===== src/rtl/mem_access_pkg.sv =====
// Shared types for the memory stage: instruction short codes, FSM states,
// memory byte-bus width and small decode helpers.
package mem_access_pkg;

   localparam int INST_W     = 6;
   localparam int MEM_BYTE_W = 8;

   typedef enum logic [INST_W-1:0] {
      INST_NOP  = 6'd0,
      INST_ADD  = 6'd1,
      INST_ADDI = 6'd2,
      INST_LB   = 6'd3,
      INST_LH   = 6'd4,
      INST_LW   = 6'd5,
      INST_LBU  = 6'd6,
      INST_LHU  = 6'd7,
      INST_SB   = 6'd8,
      INST_SH   = 6'd9,
      INST_SW   = 6'd10
   } inst_e;

   typedef enum logic [1:0] {
      MEM_ST_IDLE   = 2'd0,
      MEM_ST_ACCESS = 2'd1,
      MEM_ST_DRAIN  = 2'd2,
      MEM_ST_DONE   = 2'd3
   } mem_st_e;

   function automatic logic is_load(input logic [INST_W-1:0] op);
      return (op == INST_LB) || (op == INST_LH) || (op == INST_LW) ||
             (op == INST_LBU) || (op == INST_LHU);
   endfunction

   function automatic logic is_store(input logic [INST_W-1:0] op);
      return (op == INST_SB) || (op == INST_SH) || (op == INST_SW);
   endfunction

   // Index of the last byte of the access (byte count minus one).
   function automatic logic [1:0] last_byte_idx(input logic [INST_W-1:0] op);
      logic [1:0] r;
      r = 2'd0;
      if ((op == INST_LH) || (op == INST_LHU) || (op == INST_SH)) r = 2'd1;
      if ((op == INST_LW) || (op == INST_SW))                     r = 2'd3;
      return r;
   endfunction

endpackage


===== src/rtl/mem_access_load_ext.sv =====
// Little-endian load extension of the assembled byte buffer.
module mem_load_ext
   import mem_access_pkg::*;
#(
   parameter int DATA_W = 32
)(
   input  logic [INST_W-1:0] op,
   input  logic [31:0]       raw,
   output logic [DATA_W-1:0] ext
);

   // Sign/zero extend according to the load flavour; non-loads give 0.
   always_comb begin
      ext = '0;
      case (op)
         INST_LB:  ext = {{(DATA_W-8){raw[7]}},   raw[7:0]};
         INST_LBU: ext = {{(DATA_W-8){1'b0}},     raw[7:0]};
         INST_LH:  ext = {{(DATA_W-16){raw[15]}}, raw[15:0]};
         INST_LHU: ext = {{(DATA_W-16){1'b0}},    raw[15:0]};
         INST_LW:  ext = DATA_W'(raw);
         default:  ext = '0;
      endcase
   end

endmodule


===== src/rtl/mem_access.sv =====
// Memory stage: byte-serial loads/stores on an 8-bit controller port,
// pass-through of non-memory results, pipeline stall while busy.
module mem_access
   import mem_access_pkg::*;
#(
   parameter int ADDR_W = 32,
   parameter int DATA_W = 32,
   parameter int REG_AW = 5
)(
   input  logic                  clk_in,
   input  logic                  rst_n_in,
   input  logic                  rdy_in,
   input  logic [REG_AW-1:0]     rd_address_in,
   input  logic [DATA_W-1:0]     rd_data_in,
   input  logic [INST_W-1:0]     inst_in,
   input  logic [ADDR_W-1:0]     mem_address_in,
   output logic [REG_AW-1:0]     rd_address_out,
   output logic [DATA_W-1:0]     rd_data_out,
   output logic                  wb_enable_out,
   output logic                  stall_req_out,
   output logic                  mem_req_out,
   output logic                  mem_wr_out,
   output logic [ADDR_W-1:0]     mem_addr_out,
   output logic [MEM_BYTE_W-1:0] mem_wdata_out,
   input  logic                  mem_gnt_in,
   input  logic [MEM_BYTE_W-1:0] mem_rdata_in
);

   mem_st_e              state_q, state_d;
   logic [INST_W-1:0]    op_q;
   logic [ADDR_W-1:0]    base_q;
   logic [DATA_W-1:0]    sdata_q;
   logic [REG_AW-1:0]    rd_q;
   logic [1:0]           idx_q, last_q, slot_q;
   logic                 pend_q;
   logic [31:0]          buf_q;
   logic [DATA_W-1:0]    ld_val;
   logic                 in_mem, grant, q_store, q_load, capture;

   assign in_mem  = is_load(inst_in) || is_store(inst_in);
   assign q_store = is_store(op_q);
   assign q_load  = is_load(op_q);
   assign capture = (state_q == MEM_ST_IDLE) && in_mem;
   // A grant only counts while the block is running and actually requesting.
   assign grant   = rdy_in && (state_q == MEM_ST_ACCESS) && mem_gnt_in;

   mem_load_ext #(.DATA_W(DATA_W)) u_ext (
      .op  (op_q),
      .raw (buf_q),
      .ext (ld_val)
   );

   // FSM state register; rdy_in low freezes it.
   always_ff @(posedge clk_in or negedge rst_n_in) begin
      if (!rst_n_in)   state_q <= MEM_ST_IDLE;
      else if (rdy_in) state_q <= state_d;
   end

   // Transaction datapath: latch on capture, walk bytes on grants, collect read bytes.
   always_ff @(posedge clk_in or negedge rst_n_in) begin
      if (!rst_n_in) begin
         op_q    <= '0;
         base_q  <= '0;
         sdata_q <= '0;
         rd_q    <= '0;
         idx_q   <= '0;
         last_q  <= '0;
         slot_q  <= '0;
         pend_q  <= 1'b0;
         buf_q   <= '0;
      end else if (rdy_in) begin
         if (capture) begin
            op_q    <= inst_in;
            base_q  <= mem_address_in;
            sdata_q <= rd_data_in;
            rd_q    <= rd_address_in;
            last_q  <= last_byte_idx(inst_in);
            idx_q   <= '0;
         end
         if (grant) begin
            idx_q  <= idx_q + 2'd1;
            slot_q <= idx_q;
         end
         // Read data trails its grant by one cycle, so remember where it goes.
         pend_q <= grant && q_load;
         if (pend_q) buf_q[{slot_q, 3'b000} +: MEM_BYTE_W] <= mem_rdata_in;
      end
   end

   // Next-state and output decode; everything reads 0 while reset is held.
   always_comb begin
      state_d        = state_q;
      rd_address_out = '0;
      rd_data_out    = '0;
      wb_enable_out  = 1'b0;
      stall_req_out  = 1'b0;
      mem_req_out    = 1'b0;
      mem_wr_out     = 1'b0;
      mem_addr_out   = '0;
      mem_wdata_out  = '0;
      case (state_q)
         MEM_ST_IDLE: begin
            if (in_mem) begin
               state_d       = MEM_ST_ACCESS;
               stall_req_out = 1'b1;
            end else if (inst_in != INST_NOP) begin
               rd_address_out = rd_address_in;
               rd_data_out    = rd_data_in;
               wb_enable_out  = rdy_in && (rd_address_in != '0);
            end
         end
         MEM_ST_ACCESS: begin
            if (grant && (idx_q == last_q)) state_d = q_store ? MEM_ST_DONE : MEM_ST_DRAIN;
            stall_req_out = 1'b1;
            mem_req_out   = rdy_in;
            mem_wr_out    = q_store;
            mem_addr_out  = base_q + ADDR_W'(idx_q);
            mem_wdata_out = sdata_q[{idx_q, 3'b000} +: MEM_BYTE_W];
         end
         MEM_ST_DRAIN: begin
            state_d       = MEM_ST_DONE;
            stall_req_out = 1'b1;
         end
         MEM_ST_DONE: begin
            // inst_in still shows the finished instruction here; ignore it.
            state_d        = MEM_ST_IDLE;
            rd_address_out = rd_q;
            rd_data_out    = q_store ? '0 : ld_val;
            wb_enable_out  = rdy_in && q_load && (rd_q != '0);
         end
         default: state_d = MEM_ST_IDLE;
      endcase
      if (!rst_n_in) begin
         rd_address_out = '0;
         rd_data_out    = '0;
         wb_enable_out  = 1'b0;
         stall_req_out  = 1'b0;
         mem_req_out    = 1'b0;
         mem_wr_out     = 1'b0;
         mem_addr_out   = '0;
         mem_wdata_out  = '0;
      end
   end

endmodule


===== config.mk =====
export PLATFORM = sky130hd
export DESIGN_NAME = mem_access
export DESIGN_NICKNAME = d
export VERILOG_FILES = /design/src/rtl/mem_access_pkg.sv /design/src/rtl/mem_access_load_ext.sv /design/src/rtl/mem_access.sv
export SDC_FILE = /design/constraint.sdc
export NUM_CORES = 1
export LEC_CHECK = 0
export ABC_AREA = 1
export CAP_MARGIN = 10
export CORE_ASPECT_RATIO = 0.6
export CORE_MARGIN = 1.5
export CORE_UTILIZATION = 56
export CTS_CLUSTER_DIAMETER = 200
export CTS_CLUSTER_SIZE = 10
export DETAILED_ROUTE_END_ITERATION = 6
export PLACE_DENSITY = 0.91
export REMOVE_ABC_BUFFERS = 1
export SLEW_MARGIN = 5
export SYNTH_ARGS = -nofsm -noshare
export SYNTH_HDL_FRONTEND = slang
export SYNTH_SLANG_ARGS = --single-unit

===== constraint.sdc =====
create_clock -name clk_in -period 3.94 [get_ports clk_in]
set_input_delay 1.182 -clock clk_in [delete_from_list [all_inputs] [get_ports clk_in]]
set_output_delay 1.182 -clock clk_in [all_outputs]
set_load 0.01 [all_outputs]

==> flow_metrics.py, run 1 <==
metrics = {
    "status": {
        "status": "complete, no violations",
    },
    "grt": {
        "grt_pass1_wl_mm": 43.2,
        "first_global_vias": 8352,
        "grt_overflow": 0,
        "grt_usage": 0.388,
        "grt_max_degree": 92,
        "antenna_found_initial": 0,
    },
    "die": {
        "dieHeight_um": 93.8,
        "ios": 168,
        "fp.dieW_um": 154,
        "start_util": 0.585,
        "die-area_sq_mm": 0.0145,
        "core_area_sq_mm": 0.0131,
        "rows": 32,
    },
    "routing": {
        "antenna_left": 0,
        "routedWlPerCell_um": 18.2,
        "drcViolationCount": 0,
        "route.vias.total": 9056,
        "finalWirelength_mm": 27.8,
        "via_per_inst": 5.92,
        "firstDrtPassIters": 6,
        "drtIter0Drc": 1041,
    },
    "logic_synthesis": {
        "seq_area_frac_synth": 0.378,
        "synth_ff_type": "dfrtp_1",
        "synth_edf_count": 0,
        "netlist_instances": 1174,
        "ys_types": 35,
        "synth_top_cell_by_area": "dfrtp_1",
        "synth_top_area_frac": 0.378,
        "synthArstFlopShare": 1.00,
        "synth_warnings": 0,
        "synth-seq-cells": 116,
        "syn_area_per_cell_sq_um": 6.55,
        "synth_area_leaders": "dfrtp_1 38%, nand2_1 16%, inv_1 7.8%, nor2_1 6.1%, o21ai_0 5.8%",
        "yosysMostFrequentCell": "nand2_1",
        "synth_area_sq_mm": 0.00769,
        "ys_top_cells_by_count": "328 x nand2_1, 160 x inv_1, 124 x nor2_1",
    },
    "setup_path": {
        "r2r_end": "buf_q[17]",
        "crit_path_end_kind": "output port",
        "cpPeakStageDelay_ns": 0.29,
        "cp_max_fo": 7,
        "reg2reg_slack_ns": 1.34,
        "cp.required_ns": 2.76,
        "start_kind": "input pin",
        "path_cells": "clkdlybuf4s15_1, nor2_2, nand3_4, clkbuf_16, nand2_1, inv_1, nand4_1, a21oi_2, clkdlybuf4s15_2",
        "timing.rr.start": "slot_q[0]",
        "criticalPathCategory": "input pin to output port",
        "arrival_ns": 2.70,
        "reg2regPathDepth": 6,
        "crit_slowest_cell": "clkdlybuf4s15_1",
    },
    "power_and_ir_drop": {
        "total_leakage_power_nw": 5.29,
        "power_density_mw_per_mm2": 609,
        "peakVddDrop_v": 0.000404,
        "power.total_mw": 6.39,
    },
    "sta": {
        "post-route-min-period_ns": 3.88,
        "grt_setup_unrepaired": "yes",
        "tightest_slew_ns": 0.952,
        "hold_violations": 0,
        "setup_slack_ns": 0.0604,
        "skew_ns": 0.0105,
        "max_freq_mhz": 258,
        "setup_viol": 0,
        "fin_crit_sh": 0.985,
        "finalMaxSlewViolations": 0,
        "max_slew_margin": 0.363,
    },
    "clock_tree": {
        "path_clk_slew_ns": 0.06,
        "clockBufferDepth": 2,
        "clk-insertion-delay-late_ns": 0.42,
        "cts_tree": "yes",
        "cts_hold_buf": 0,
        "root_buffer": "clkbuf_16",
        "clock-sinks": 116,
        "htree_levels": 4,
        "cts_inserted_buffers": 17,
    },
    "flow_run": {
        "maxCapViolCount": 0,
    },
    "place": {
        "hpwl_mm": 19.0,
        "dp.cells": 1493,
        "dp_slack_ns": -0.537,
        "io_buffers": 167,
        "placed_cell_area_sq_mm": 0.00966,
        "gp_congestion": 0.974,
    },
    "finish": {
        "fin_area_sq_mm": 0.0105,
        "area_growth_pct": 36.5,
        "drive_above_1_share": 0.104,
        "final_cell_count_no_fill": 1531,
        "num-nets-final": 1447,
        "n_antenna_cell": 0,
    },
    "worst_hold_path": {
        "whs_endpoint": "buf_q[10]",
        "worstHoldStart": "buf_q[10]",
        "holdPathStages": 2,
        "hold_class": "flip-flop to flip-flop",
    },
}
-- registers in the layout, indices dropped and copies added, names as in the netlist --
name	cells
base_q	32
buf_q	32
idx_q	2
last_q	2
op_q	6
pend_q	1
rd_q	5
sdata_q	32
slot_q	2
state_q	2
-- worst max path at each step --
stage,cells after the start,to,slack (ns),from
global placement,9,rd_data_out[12],-0.44,inst_in[1]
detailed placement,9,rd_data_out[30],-0.54,inst_in[0]
CTS,9,mem_addr_out[22],-0.08,base_q[0]
finish,9,rd_data_out[5],0.06,inst_in[3]
floorplan,6,rd_address_out[0],0.24,inst_in[5]
global route,11,mem_addr_out[24],-0.01,base_q[0]
-- stage by stage --
stage                     setup TNS (ns)  utilization  hold WS (ns)
final                                  0        0.799         0.489
after global routing             -0.0290        0.799         0.506
after CTS                         -0.139        0.789         0.484
after detailed placement          -16.50        0.735         0.470
after global placement            -13.93        0.735         0.461
after floorplan                        0            -         0.448
-- final cells by class --
| cell class | count | area [sq um] |
|---|---|---|
| tap | 170 | 213 |
| multi-input combinational | 831 | 4010 |
| fill | 938 | 2640 |
| sequential | 116 | 2900 |
| inverter | 169 | 637 |
| clock buffer | 18 | 439 |
| clock inverter | 14 | 180 |
| timing repair buffer | 213 | 2120 |
-- layer usage --
| metal | up-vias | wire length [um] | track usage |
|---|---|---|---|
| li1 | 4116 | - | - |
| met1 | 4137 | 11400 | 0.554 |
| met2 | 702 | 11100 | 0.547 |
| met3 | 101 | 4430 | 0.134 |
| met4 | 0 | 851 | 0.133 |
| met5 | - | 0 | 0 |
-- layout by cell type, fill, tap and decap left out, types with 5 or more instances in the layout --
cell type,netlist,routed
nand2_1,328,322
inv_1,160,160
dfrtp_1,116,116
clkdlybuf4s50_1,0,114
nor2_1,124,112
o21ai_0,89,89
nand3_1,74,72
nand4_1,57,57
a21oi_1,62,56
o21ai_1,45,45
buf_4,0,35
dlygate4sd2_1,0,21
clkbuf_16,0,19
clkdlybuf4s15_1,0,14
nor2_4,3,11
ha_1,11,10
nor2_2,4,8
nand2_2,2,7
nor3_1,7,7
a21oi_2,0,6
o21ai_2,6,6
dlymetal6s2s_1,0,6
buf_12,0,6
o31ai_1,5,5
clkinvlp_4,0,5
clkinv_4,0,5
clkbuf_2,0,5
-- cells by family after synthesis --
| group | share of synthesized area |
|---|---|
| compound gates | 0.142 |
| xor+xnor | 0.00114 |
| fa+ha+maj | 0.0205 |
| buf+inv | 0.120 |
| flops | 0.378 |
| simple gates | 0.339 |
-- report_power, final --
part	total, mW	leakage [nW]	switching, mW	internal, mW
Combinational	2.64	3.51	1.67	0.968
Clock	1.63	0.285	0.613	1.02
Sequential	2.12	1.50	0.465	1.65
Total	6.39	5.29	2.75	3.64
-- critical path: cells and delay by family --
kind | cells | cell delay, ns
AND/OR/NAND/NOR | 4 | 0.61
buffers and inverters | 4 | 0.83
AO/OA/AOI/OAI | 1 | 0.07
-- repair_timing --
item,4_1_cts,5_1_grt
setup endpoints to repair,49,56
resized for setup,89,46
cloned,1,2
pin swaps,4,5
buffers inserted,3,0
(Power assumes the default switching activity.)
==> run 2, diff against run 1 <==
--- a/config.mk
+++ b/config.mk
@@ -11,11 +11,10 @@
 export CORE_MARGIN = 1.5
 export CORE_UTILIZATION = 56
 export CTS_CLUSTER_DIAMETER = 200
-export CTS_CLUSTER_SIZE = 10
 export DETAILED_ROUTE_END_ITERATION = 6
 export PLACE_DENSITY = 0.91
 export REMOVE_ABC_BUFFERS = 1
-export SLEW_MARGIN = 5
+export SLEW_MARGIN = 20
 export SYNTH_ARGS = -nofsm -noshare
 export SYNTH_HDL_FRONTEND = slang
 export SYNTH_SLANG_ARGS = --single-unit
==> results of run 2 <==
Same layout as run 1: the final DEF is identical, and so are final timing and power.
==> run 3, diff against run 2 <==
--- a/config.mk
+++ b/config.mk
@@ -8,7 +8,7 @@
 export ABC_AREA = 1
 export CAP_MARGIN = 10
 export CORE_ASPECT_RATIO = 0.6
-export CORE_MARGIN = 1.5
+export CORE_MARGIN = 3
 export CORE_UTILIZATION = 56
 export CTS_CLUSTER_DIAMETER = 200
 export DETAILED_ROUTE_END_ITERATION = 6
==> flow_metrics.py, run 3 (same netlist as run 1, synthesis figures left out) <==
metrics = {
    "power_and_ir_drop": {
        "pwr-share-clk": 0.270,
        "total_leakage_power_nw": 5.33,
        "p_switching_mw": 2.80,
        "power_report.internal_total_mw": 3.84,
        "p_seq_frac": 0.322,
        "peakVddDrop_v": 0.000318,
        "p_sw_frac": 0.422,
        "power_density_mw_per_mm2": 622,
        "power.total_mw": 6.64,
        "pwr-share-comb": 0.408,
    },
    "setup_path": {
        "path_cells": "clkdlybuf4s50_1, buf_4, inv_1, nor2_1, clkdlybuf4s50_1",
        "start_kind": "input pin",
        "arrival_ns": 2.72,
        "criticalPathCategory": "input pin to output port",
        "cpPeakStageDelay_ns": 0.59,
        "path_buf_inv": 4,
        "path_delay_family": "buffers and inverters",
        "reg2reg_slack_ns": 1.46,
        "path_common_cell": "clkdlybuf4s50_1",
        "crit_slowest_cell": "clkdlybuf4s50_1",
        "cp.required_ns": 2.76,
        "crit_path_end_kind": "output port",
        "cp_max_fo": 3,
    },
    "sta": {
        "max_slew_margin": 0.405,
        "skew_ns": 0.00815,
        "post-route-min-period_ns": 3.90,
        "finalSetupTns_ns": 0,
        "max_freq_mhz": 256,
        "finalMaxSlewViolations": 0,
        "hold_violations": 0,
        "setup_viol": 0,
        "holdWs_ns": 0.487,
        "tightest_slew_ns": 0.893,
        "fin_crit_sh": 0.990,
    },
    "status": {
        "status": "complete, no violations",
    },
    "grt": {
        "grt_pass1_wl_mm": 45.5,
        "first_global_vias": 8756,
        "grt_max_degree": 77,
        "grt_overflow": 0,
        "antenna_found_initial": 0,
        "grt_usage": 0.378,
    },
    "clock_tree": {
        "root_buffer": "clkbuf_16",
        "clockBufferDepth": 2,
        "cts_inserted_buffers": 17,
        "cts_hold_buf": 0,
        "path_clk_slew_ns": 0.05,
        "htree_levels": 4,
        "clk-insertion-delay-late_ns": 0.42,
        "clock-sinks": 116,
        "cts_tree": "yes",
    },
    "place": {
        "gp_congestion": 0.972,
        "io_buffers": 167,
        "placed_cell_area_sq_mm": 0.00975,
        "hpwl_mm": 19.5,
    },
    "finish": {
        "final_cell_mix": "321 x nand2_1, 160 x inv_1, 117 x clkdlybuf4s50_1",
        "ff_latch_area_sq_mm": 0.00290,
        "n_antenna_cell": 0,
        "utilization": 0.813,
        "fill_cells": 893,
        "drive_above_1_share": 0.131,
        "num-nets-final": 1458,
        "layout.cells.most_common": "nand2_1",
        "area_growth_pct": 38.9,
        "largestRegisters": "base_q: 32 flops, buf_q: 32 flops, sdata_q: 32 flops",
        "fin_area_sq_mm": 0.0107,
        "multiInputGateArea_sq_mm": 0.00403,
    },
    "flow_run": {
        "maxCapViolCount": 0,
    },
    "routing": {
        "drtIter0Drc": 1695,
        "via_per_inst": 6.08,
        "finalWirelength_mm": 29.5,
        "firstDrtPassIters": 7,
        "antenna_left": 0,
        "drcViolationCount": 0,
        "route.vias.total": 9372,
        "routedWlPerCell_um": 19.1,
    },
    "die": {
        "fp.dieW_um": 157,
        "core_area_sq_mm": 0.0131,
        "ios": 168,
        "rows": 32,
        "start_util": 0.585,
        "dieHeight_um": 96.8,
        "die-area_sq_mm": 0.0152,
    },
    "worst_hold_path": {
        "hold_class": "flip-flop to flip-flop",
    },
}
-- run 3: cell types whose count changed in the layout (fill, tap and decap cells not counted), sizes merged --
cell	change
clkdlybuf4s50	+3
buf	+20
dlymetal6s2s	-3
clkinv	-2
clkbuf	+6
clkdlybuf4s15	+2
clkinvlp	-3
dlygate4sd2	-15
bufinv	+2
bufbuf	+1
-- run 3: worst paths after layout --
path,to,cells after the start,from
worst max-delay path,mem_req_out,5,rdy_in
worst max register to register,buf_q[19],6,slot_q[0]
max in group asynchronous,sdata_q[30],3,rst_n_in
worst min-delay path,sdata_q[9],2,sdata_q[9]
worst min register to register,sdata_q[9],2,sdata_q[9]
min in group asynchronous,base_q[13],2,rst_n_in
-- run 3: layout make-up --
type                            count  share of cell area
Clock buffer                       21              0.0450
Clock inverter                     11              0.0184
Inverter                          169              0.0599
Multi-Input combinational cell    831               0.377
Sequential cell                   116               0.272
Tap cell                          170              0.0199
Timing Repair Buffer              224               0.208
-- run 3: metal layers --
| layer | up-vias | part of all wire | global-route usage |
|---|---|---|---|
| met1 | 4282 | 0.39 | 0.547 |
| met2 | 790 | 0.41 | 0.522 |
| li1 | 4148 | - | - |
| met4 | 2 | 0.039 | 0.127 |
| met5 | - | 0.0016 | 0 |
| met3 | 150 | 0.16 | 0.139 |
-- run 3: what timing repair did --
item / 4_1_cts / 5_1_grt
gates resized for setup: 143 / 40
setup endpoints to repair: 50 / 55
pin swaps: 11 / 6
setup buffers: 3 / 0
cloned: 4 / 1
-- run 3: power by group through the flow --
stage	clock network [mW]	registers (mW)	logic [mW]
floorplan	0	1.99	1.50
CTS	1.79	2.10	2.60
detailed placement	0	2.10	2.55
global route	1.85	2.18	2.95
global placement	0	2.08	2.45
finish	1.79	2.14	2.71
-- run 3: stage by stage --
stage          setup WS, ns  instances
2_1_floorplan         0.245       1116
5_1_grt             -0.0520       1542
3_5_place_dp         -0.476       1502
6_report             0.0411       1542
3_3_place_gp         -0.471       1502
4_1_cts             -0.0511       1541
-- run 3: worst register-to-register path, delay by kind of cell (launching register included) --
family                   cells  cell delay (ns)
AND/OR/NAND/NOR              3             1.18
flip-flops                   1             0.48
buffers and inverters        2             0.43
adder cells (fa/ha/maj)      1             0.32
